--- src/rtl/wide_add_sequencer.sv ---
// wide_add_sequencer
//
// Adds or subtracts two NUM_WORDS x 32-bit operands by running them one
// 32-bit word at a time through an external 32-bit adder. Word 0 (bits
// [31:0]) goes first and the carry is threaded from word to word through a
// carry register. A result is presented NUM_WORDS cycles after acceptance
// and is held until the consumer takes it.
//
// Handshake (both sides): a transfer happens on a rising clk edge where
// valid and ready are both 1. in_ready is 1 only in IDLE. out_valid is 1
// only in DONE, and out_sum/out_cout/out_ovf hold stable until the edge
// that sees out_ready=1.
//
// Ports
//   clk, rst            clock, synchronous active-high reset
//   in_valid/in_ready   operand handshake
//   in_a, in_b          operands, W = 32*NUM_WORDS bits
//   in_cin              carry-in for add mode
//   in_sub              1: A-B, 0: A+B+cin
//   add_a/add_b/add_cin operands driven to the external 32-bit adder
//   add_sum/add_cout    combinational result from that adder
//   out_valid/out_ready result handshake
//   out_sum, out_cout   W-bit result and raw carry out of the last word
//   out_ovf             signed overflow flag
//   dbg_state           current FSM state (0 IDLE, 1 RUN, 2 DONE)
module wide_add_sequencer #(
  parameter int NUM_WORDS = 4
) (
  input  logic                      clk,
  input  logic                      rst,
  input  logic                      in_valid,
  output logic                      in_ready,
  input  logic [32*NUM_WORDS-1:0]   in_a,
  input  logic [32*NUM_WORDS-1:0]   in_b,
  input  logic                      in_cin,
  input  logic                      in_sub,
  output logic [31:0]               add_a,
  output logic [31:0]               add_b,
  output logic                      add_cin,
  input  logic [31:0]               add_sum,
  input  logic                      add_cout,
  output logic                      out_valid,
  input  logic                      out_ready,
  output logic [32*NUM_WORDS-1:0]   out_sum,
  output logic                      out_cout,
  output logic                      out_ovf,
  output logic [1:0]                dbg_state
);

  localparam int W  = 32 * NUM_WORDS;
  localparam int KW = $clog2(NUM_WORDS);

  typedef enum logic [1:0] {
    S_IDLE = 2'd0,
    S_RUN  = 2'd1,
    S_DONE = 2'd2
  } state_t;

  state_t          r_state;
  state_t          w_next;
  logic [W-1:0]    r_a;
  logic [W-1:0]    r_b;
  logic            r_sub;
  logic            r_cin;
  logic [KW-1:0]   r_k;
  logic            r_carry;
  logic [W-1:0]    r_sum;
  logic            r_ovf;

  logic [KW+4:0]   w_base;
  logic [31:0]     w_word_a;
  logic [31:0]     w_word_b;
  logic            w_last;
  logic            w_take;

  // Bit offset of word k; k*32 built by concatenation keeps widths exact.
  assign w_base   = {r_k, 5'b00000};
  assign w_word_a = r_a[w_base +: 32];
  // Subtraction is A + ~B + 1; the +1 enters as the word-0 carry-in.
  assign w_word_b = r_b[w_base +: 32] ^ {32{r_sub}};
  assign w_last   = (r_k == KW'(NUM_WORDS - 1));
  assign w_take   = in_valid && in_ready;

  // State register
  always_ff @(posedge clk) begin
    if (rst) begin
      r_state <= S_IDLE;
    end else begin
      r_state <= w_next;
    end
  end

  // Next state and FSM-decoded outputs
  always_comb begin
    w_next    = r_state;
    in_ready  = 1'b0;
    out_valid = 1'b0;
    add_a     = 32'd0;
    add_b     = 32'd0;
    add_cin   = 1'b0;
    case (r_state)
      S_IDLE: begin
        in_ready = 1'b1;
        if (in_valid) w_next = S_RUN;
      end
      S_RUN: begin
        add_a   = w_word_a;
        add_b   = w_word_b;
        add_cin = (r_k == '0) ? (r_sub ? 1'b1 : r_cin) : r_carry;
        if (w_last) w_next = S_DONE;
      end
      S_DONE: begin
        out_valid = 1'b1;
        if (out_ready) w_next = S_IDLE;
      end
      default: w_next = S_IDLE;
    endcase
  end

  // Operand capture is not reset: it is always reloaded before use.
  always_ff @(posedge clk) begin
    if (!rst && w_take) begin
      r_a   <= in_a;
      r_b   <= in_b;
      r_sub <= in_sub;
      r_cin <= in_cin;
    end
  end

  // Word sequencing and result registers
  always_ff @(posedge clk) begin
    if (rst) begin
      r_k     <= '0;
      r_carry <= 1'b0;
      r_sum   <= '0;
      r_ovf   <= 1'b0;
    end else if (w_take) begin
      r_k <= '0;
    end else if (r_state == S_RUN) begin
      r_sum[w_base +: 32] <= add_sum;
      r_carry             <= add_cout;
      r_k                 <= r_k + KW'(1);
      // On the top word, w_word_b[31] is the msb of the possibly inverted B.
      if (w_last) begin
        r_ovf <= (w_word_a[31] == w_word_b[31]) && (add_sum[31] != w_word_a[31]);
      end
    end
  end

  assign out_sum   = r_sum;
  assign out_cout  = r_carry;
  assign out_ovf   = r_ovf;
  assign dbg_state = r_state;

endmodule

--- config.mk ---
export PLATFORM = sky130hd
export DESIGN_NAME = wide_add_sequencer
export DESIGN_NICKNAME = d
export VERILOG_FILES = /design/src/rtl/wide_add_sequencer.sv
export SDC_FILE = /design/constraint.sdc
export NUM_CORES = 1
export LEC_CHECK = 0
export ABC_AREA = 1
export CORE_AREA = 2 2 212 214
export CTS_CLUSTER_SIZE = 12
export DETAILED_ROUTE_END_ITERATION = 6
export DIE_AREA = 0 0 214 216
export PLACE_DENSITY_LB_ADDON = 0.12
export REMOVE_ABC_BUFFERS = 1
export SYNTH_ARGS = -nofsm -noshare
export SYNTH_HDL_FRONTEND = slang
export SYNTH_SLANG_ARGS = --single-unit
--- constraint.sdc ---
create_clock -name clk -period 15.1 [get_ports clk]
set_clock_uncertainty 0.05 [all_clocks]
set_input_delay 1.51 -clock clk [delete_from_list [all_inputs] [get_ports clk]]
set_output_delay 1.51 -clock clk [all_outputs]
set_load 0.02 [all_outputs]
==> out/summary.txt <==
fraction of power consumed by the clock network: 41.3%
fraction of registers with async set/reset: 0%
Max Buffers Root-to-Sink: 3
Die ar.: 0.0462 mm2
post-detail-place hpwl: 32000 um
number of design-rule violations left by the first detailed-router iteration: 767
Synth Area per Inst: 10.3 um2
net switching power of the design: 0.000569 W
hold wc startpoint: out_sum[63]$_SDFFE_PP0P_
Worst path most repeated cell: buf_4
largest net degree at the start of global routing: 98
critical path arrival: 5.64 ns
synth top area cells: edfxtp_1, dfxtp_1, nand2_1, a21oi_1, nor2_1
CTS Hold Bufs: 0
proportion of netlist area held by the largest area contributor: 50.9%
Global Route Usage Sum: 20.6%
Fmax: 182 MHz
level count of the clock H-tree: 2
later-pin clock latency in the skew report: 0.55 ns
kind of critical path: in -> reg
initial antenna violation count: 14
Startpoint Class: input pin
most used flip-flop cell after synthesis: edfxtp_1
outcome: finished clean
min Tclk post-route: 5.50 ns
Post-synth EDFFs: 258
Worst Setup Slack, final: 9.60 ns
overall die width: 214 um
main combinational cell family by area after synthesis: simple AND/OR/NAND/NOR gates
mux cell area share after synthesis: 0%
area fraction in compound gates after synthesis: 12.9%
critical-path maximum fanout: 87
most area-hungry cell type in the Yosys netlist: edfxtp_1
Synth Instances: 1482
distinct cell type count after synthesis: 24
setup TNS after final layout: 0 ns
highest-delay cell along the critical path: buf_4
leakage: 7.60 nW
arithmetic-cell share of the synthesized area counting full adders, half adders and majority gates: 0.411%
row count: 77
R2R cell count: 6
portion of the clock cycle consumed by the worst path in the final layout: 36.5%
setup slack on the worst flop-to-flop path: 10.44 ns
endpoint of the worst-slack reg-to-reg timing path: r_a[71]$_DFFE_PP_
proportion of synthesized chip area in sequential cells: 68.5%
layout cells sized above 1: 4.42%
part of the power in registers: 48.4%
Hold Path Class: reg -> reg
via count: 12.3k
clock sinks: 392
total of buffers placed on input and output ports: 493
Largest stage delay, worst path: 0.95 ns
remaining antenna violation count: 0
total grt overflow: 0
core outline area: 0.0438 mm2
chip height: 216 um
required time of the critical path: 15.23 ns
synthesis-to-layout area growth: 44.3%
share of total power consumed by net switching: 22.9%
initial core utilization: 34.8%
clock tree from TritonCTS: built
simple-gate share of the synthesized area: 14.1%
relative slew slack: 18.2%
final max-slew violation count: 0
Max IR drop VDD: 0.0690 mV
worst hold stages: 2
endpoint class of the critical path: flip-flop
number of resized instances in the post-cts repair step: 0
ratio of routed vias to standard cells: 4.78
power density cells: 113 mW/mm2
first-pass GRT wire length: 73200 um
crit-path cells: clkdlybuf4s50_1, nand2_1, nor2_4, buf_4, buf_4, buf_4
Post-Layout Cell Count: 2570
slew at the pin closest to its max-slew limit: 1.22 ns
count of TritonRoute iterations in the first routing pass: 5
number of global-route vias before repair: 12.2k
Synthesis Warnings: 0
routed wire length per instance: 19.0 um
setup-violating endpoint count in the final report: 0
nets@finish: 2234
post-synthesis xor/xnor area fraction: 0%
Place WS: 8.95 ns
Yosys reg bits: 392
Power Internal: 0.00192 W
total placed cells including tap cells: 2480
clock tree root buffer cell: clkbuf_16
TritonCTS buffer count: 44
area of the mapped netlist: 0.0152 mm2
Post-CTS Repair Setup Buffers: 0
hold violation total from the final report: 0
endpoint of the worst hold-timing path: out_sum[63]$_SDFFE_PP0P_
most frequent cell after synthesis: nand2_1
number of maximum-capacitance constraint violations: 0
setup repair after global routing missed its margin: false
register clock-pin slew on the reported worst setup and hold paths: 0.06 ns
remaining design rule violation count: 0
number of ports placed on the die boundary: 494
launch point of the worst reg-to-reg path: dbg_state[1]$_SDFFE_PP0P_
weighted congestion reported at the end of routability-driven placement: 0.809
proportion of power drawn by combinational gates: 10.3%
post-detailed-routing wire length: 48900 um
leading cell types by count after synthesis: nand2_1, edfxtp_1, nor2_1, a21oi_1, dfxtp_1
-- area by class of cell --
| cell class | count | area, um2 |
|---|---|---|
| Antenna cell | 10 | 25.0 |
| Clock buffer | 66 | 1250 |
| Clock inverter | 14 | 120 |
| Fill cell | 4067 | 21800 |
| Inverter | 44 | 170 |
| Multi-Input combinational cell | 944 | 4200 |
| Sequential cell | 392 | 10400 |
| Tap cell | 592 | 741 |
| Timing Repair Buffer | 508 | 5040 |
-- worst max path at each step --
stage,start,end,cells past startpoint
2_1_floorplan,in_valid,r_a[0]$_DFFE_PP_,2
3_3_place_gp,in_valid,r_a[18]$_DFFE_PP_,6
3_5_place_dp,in_valid,r_a[50]$_DFFE_PP_,6
4_1_cts,r_k[0]$_SDFFE_PP0P_,add_b[21],7
5_1_grt,in_valid,r_a[5]$_DFFE_PP_,6
6_report,in_valid,r_a[71]$_DFFE_PP_,6
-- critical path, delay by kind of cell --
family	cells	cell delay, ns
buffers and inverters	4	3.01
and+or+nand+nor	2	0.95
-- routing by layer --
metal | global-route usage [%] | vias up | routed length, um | share of wire, %
li1 | - | 5992 | - | -
met1 | 24.6 | 5829 | 19700 | 40
met2 | 35.5 | 388 | 24300 | 50
met3 | 6.44 | 72 | 3810 | 7.8
met4 | 6.53 | 8 | 1060 | 2.2
met5 | 0 | - | 63 | 0.13
-- placed cells by master (no fill, tap or decap), drive strengths merged, types with 2 or more instances in the layout --
cell type	Yosys	final
clkinv	0	9
nand3	7	7
o22ai	31	31
a21oi	196	196
bufinv	0	2
nor2	229	229
clkbuf	59	66
inv	44	46
diode	0	10
o21ai	157	157
nand2	312	312
nor3	3	3
buf	43	16
dfxtp	134	134
edfxtp	258	258
ha	5	5
clkdlybuf4s50	0	492
-- sequential cells by signal, summed over array words and instances (netlist names) --
register,flops
dbg_state,2
out_cout,1
out_ovf,1
out_sum,128
r_a,128
r_b,128
r_cin,1
r_k,2
r_sub,1
-- cells by family after synthesis --
logic type	after synthesis
flip-flops	392
AND/OR/NAND/NOR	554
buffers and inverters	146
AO/OA/AOI/OAI	385
adder cells (fa/ha/maj)	5
-- power by group through the flow --
stage / combinational, W / clock, W / sequential (W)
2_1_floorplan: 0.0000886 / 0 / 0.00124
3_3_place_gp: 0.000258 / 0 / 0.00122
3_5_place_dp: 0.000259 / 0 / 0.00122
4_1_cts: 0.000261 / 0.00106 / 0.00120
5_1_grt: 0.000278 / 0.00110 / 0.00121
6_report: 0.000257 / 0.00103 / 0.00120
-- through the flow --
step,util [%],hold WS [ns],power (W),area (um2)
3_3_place_gp,47.0,0.402,0.00148,20600
4_1_cts,50.1,0.413,0.00252,22000
3_5_place_dp,47.0,0.405,0.00148,20600
2_1_floorplan,-,0.489,0.00133,14800
5_1_grt,50.1,0.423,0.00258,22000
6_report,50.2,0.412,0.00248,22000
Power figures use the tool's default switching activity.
==> RTL change 1, RTL diff (same settings) <==
Set the parameter `NUM_WORDS` to 2 (it was 4).
--- a/src/rtl/wide_add_sequencer.sv
+++ b/src/rtl/wide_add_sequencer.sv
@@ -26,3 +26,3 @@
 module wide_add_sequencer #(
-  parameter int NUM_WORDS = 4
+  parameter int NUM_WORDS = 2
 ) (
Ports: changed (resized in_a, in_b and out_sum); port bits go from 494 to 302. No check against the original RTL was run, so the function may have changed too.
==> RTL change 1 against the original RTL <==
- setup slack improved by 0.86 ns
- final area decreased by 46%
- critical endpoint is now add_b[19]
- highest routed layer unchanged
- wire length decreased by 45%
- total power decreased by 48%
- sequential power decreased by 49%
- worst hold slack got worse by 0.0018 ns
- sequential cell count decreased by 193
- synthesized area decreased by 49%
==> RTL change 1: results (changes against the original RTL) <==
- Run status: complete, no violations (unchanged).
- The clock insertion delay at the later pin of the skew report is 0.47 ns (was 0.55 ns).
- The cell with the largest stage delay on the worst path is sky130_fd_sc_hd__clkdlybuf4s50_1 (was sky130_fd_sc_hd__buf_4).
- The post-route worst hold slack came to 0.4106 ns (was 0.4124 ns).
- The fraction of the yosys area taken by sequential cells is 67.44% (was 68.47%).
- The number of flops mapped to enable cells by yosys is 130 (was 258).
- The sequential group power is 615 uW (was 1200 uW).
- The cell area power density is 108.8 nW/um^2 (was 113.0 nW/um^2).
- The largest incremental delay on the critical path is 0.63 ns (was 0.95 ns).
- The final wirelength is 26720 um (was 48890 um).
- The non-filler instance count after layout is 1629 (was 2570).
- The number of buffers and inverters on the critical path came to 3 (was 4).
- The violation count after the first detailed-routing iteration is 372 (was 767).
- The headroom to the max-slew limit was 28.06% (was 18.23%).
- The number of nets in the layout is 1190 (was 2234).
- Most used standard cells in the synthesized netlist: sky130_fd_sc_hd__nand2_1, sky130_fd_sc_hd__edfxtp_1, sky130_fd_sc_hd__a21oi_1, sky130_fd_sc_hd__dfxtp_1, sky130_fd_sc_hd__nand3_1 (was sky130_fd_sc_hd__nand2_1, sky130_fd_sc_hd__edfxtp_1, sky130_fd_sc_hd__nor2_1, sky130_fd_sc_hd__a21oi_1, sky130_fd_sc_hd__dfxtp_1).
- The clock period minus final worst setup slack was 4.643 ns (was 5.505 ns).
- The worst setup slack after placement is 10.76 ns (was 8.949 ns).
- The terminus of the critical flop-to-flop path is out_ovf (was r_a[71]).
- The all-layer global routing usage came to 11.72% (was 20.63%).
- The power in the clock group is 477 uW (was 1030 uW).
- The cell depth of the worst flop-to-flop path came to 9 (was 6).
- The endpoint of the worst hold path is out_sum[6] (was out_sum[63]).
- The initial antenna violation count is 3 (was 14).
- The maximum number of pins on one net before global-route repair is 83 (was 98).
## RTL change 1: final cells by class
cell class	instances	area (sq um)	area share (%)
multi-input combinational	480	2162	18.14
clock buffer	18	429.2	3.601
sequential	199	5289	44.37
timing repair buffer	309	3068	25.74
tap	592	740.7	6.215
inverter	16	70.07	0.5879
antenna	1	2.502	0.02100
clock inverter	14	157.7	1.323
## RTL change 1: cell families (layout without fill, tap and decap cells)
kind of cell / Yosys count / count (layout) / synth area share, %
flops: 199 / 199 / 67.44
compound gates: 146 / 146 / 9.356
simple gates: 325 / 325 / 17.13
other cells: 0 / 1 / 0
xor+xnor: 9 / 9 / 1.006
buf+inv: 70 / 357 / 5.061
## RTL change 1: layer usage
layer	vias up	global-route usage, %	share of wire [%]
met1	2887	14.47	44
met5	-	0	0.10
met3	24	6.018	9.4
met2	201	17.33	45
li1	3105	-	-
met4	4	4.406	1.6
==> RTL change 2, RTL diff (same settings) <==
Without the edit above. Make the reset (`rst`) asynchronous in 2 clocked blocks. Comments in the files are not updated.
--- a/src/rtl/wide_add_sequencer.sv
+++ b/src/rtl/wide_add_sequencer.sv
@@ -84,3 +84,3 @@
   // State register
-  always_ff @(posedge clk) begin
+  always_ff @(posedge clk or posedge rst) begin
     if (rst) begin
@@ -130,3 +130,3 @@
   // Word sequencing and result registers
-  always_ff @(posedge clk) begin
+  always_ff @(posedge clk or posedge rst) begin
     if (rst) begin
Check against the original RTL: differs if rst is asserted again (counterexample within 4 cycles, from zero or initial values and one cycle with rst high); with rst held inactive, the same outputs for 4 cycles.
==> RTL change 2 against the original RTL <==
- fmax rose by 9.2%
- synthesized area grew 3.8%
- setup slack gained 0.46 ns
- wire length increased by 3.4%
- final area grew 2.3%
- sequential cell count unchanged
- critical path type is now reg -> out
- largest cell class unchanged
Power is not compared: it rests on default switching activity, and its combinational part moved more than twofold at a synthesized area within 25%.
==> RTL change 2: results (changes against the original RTL) <==
- The headroom to the max-slew limit is 21.76% (was 18.23%).
- The post-DP HPWL is 33270 um (was 32030 um).
- The non-filler instance count after layout is 2465 (was 2570).
- The fraction of synthesis flops using an asynchronous set or reset pin was 34.18% (was 0%).
- The wire length of the first global-routing pass is 75300 um (was 73170 um).
- The cell with the largest stage delay on the worst path is sky130_fd_sc_hd__inv_6 (was sky130_fd_sc_hd__buf_4).
- The number of global-route vias before repair is 12460 (was 12250).
- The number of nets in the layout came to 2130 (was 2234).
- The fraction of the yosys area taken by sequential cells is 70.18% (was 68.47%).
- The post-synthesis compound-gate area fraction is 14.63% (was 12.92%).
- The average footprint of a synthesized cell is 11.46 sq um (was 10.28 sq um).
- The number of placed cells counting well taps is 2376 (was 2480).
- The arithmetic-cell share of the synthesized area counting full adders, half adders and majority gates came to 0.3955% (was 0.4107%).
- The origin of the worst setup path is r_k[0] (was in_valid).
- The startpoint of the most critical register-to-register path is dbg_state[1] (unchanged).
- The end of the critical path is add_a[12] (was r_a[71]).
- The largest incremental delay on the critical path is 0.73 ns (was 0.95 ns).
- The all-layer global routing usage is 21.32% (was 20.63%).
- The maximum number of pins on one net before global-route repair came to 172 (was 98).
- The ratio of cells with drive above 1 in the final layout is 5.260% (was 4.421%).
- Leading post-synthesis cells by cell area: sky130_fd_sc_hd__edfxtp_1, sky130_fd_sc_hd__dfrtp_1, sky130_fd_sc_hd__o21ai_0 (was sky130_fd_sc_hd__edfxtp_1, sky130_fd_sc_hd__dfxtp_1, sky130_fd_sc_hd__nand2_1).
- The initial antenna violation count came to 16 (was 14).
- The area of placed instances is 21130 sq um (was 20590 sq um).
- Run status: complete, no violations (unchanged).
- The endpoint of the worst hold path was out_sum[127] (was out_sum[63]).
- The startpoint-to-endpoint class of the critical path is reg -> out (was in -> reg).
- The clock insertion delay at the later pin of the skew report is 0.57 ns (was 0.55 ns).
- The register-to-register setup slack is 11.41 ns (was 10.44 ns).
- The via density per instance is 5.013 (was 4.782).
-- RTL change 2: cell count changes after synthesis, sizes merged, moves of 65 or more --
cell	before	now
o31ai	0	65
nand2	312	119
dfxtp	134	0
dfrtp	0	134
a21oi	196	32
o21ai	157	287
-- RTL change 2: cell type report --
class,instances,area [sq um]
diodes,10,25.02
clock inverters,20,126.4
well taps,592,740.7
flip-flops and latches,392,11110
inverters,44,172.7
repair buffers,509,5067
multi-input cells,839,4041
fillers,3928,21340
clock buffers,59,1219
-- RTL change 2: routing by layer --
| layer | track usage (%) | up-vias | wire (um) |
|---|---|---|---|
| li1 | - | 5796 | - |
| met1 | 25.95 | 5986 | 20220 |
| met2 | 35.11 | 475 | 24380 |
| met3 | 6.808 | 87 | 4264 |
| met4 | 8.695 | 14 | 1580 |
| met5 | 0 | - | 95 |
-- RTL change 2: stage by stage --
step,hold WS [ns],util (%),setup WS (ns)
floorplan,0.5412,-,1.879
global placement,0.4173,48.20,10.56
detailed placement,0.4249,48.20,10.56
CTS,0.4394,51.27,9.917
global route,0.4707,51.31,9.803
finish,0.4355,51.32,10.06
-- RTL change 2: worst register-to-register path, stage by stage, from the launching register on --
cell and delay [ns]:
sky130_fd_sc_hd__dfrtp_1 0.39, sky130_fd_sc_hd__inv_1 0.13, sky130_fd_sc_hd__nand2_4 0.23, sky130_fd_sc_hd__inv_2 0.70, sky130_fd_sc_hd__nand2_2 0.72, sky130_fd_sc_hd__inv_2 0.23
sky130_fd_sc_hd__nand3_2 0.64, sky130_fd_sc_hd__o21ai_0 0.47
-- RTL change 2: cells by family after synthesis --
| family | Yosys count |
|---|---|
| adders and majority gates | 5 |
| buffers and inverters | 149 |
| and+or+nand+nor | 418 |
| DFF | 392 |
| AOI/OAI and AO/OA | 416 |
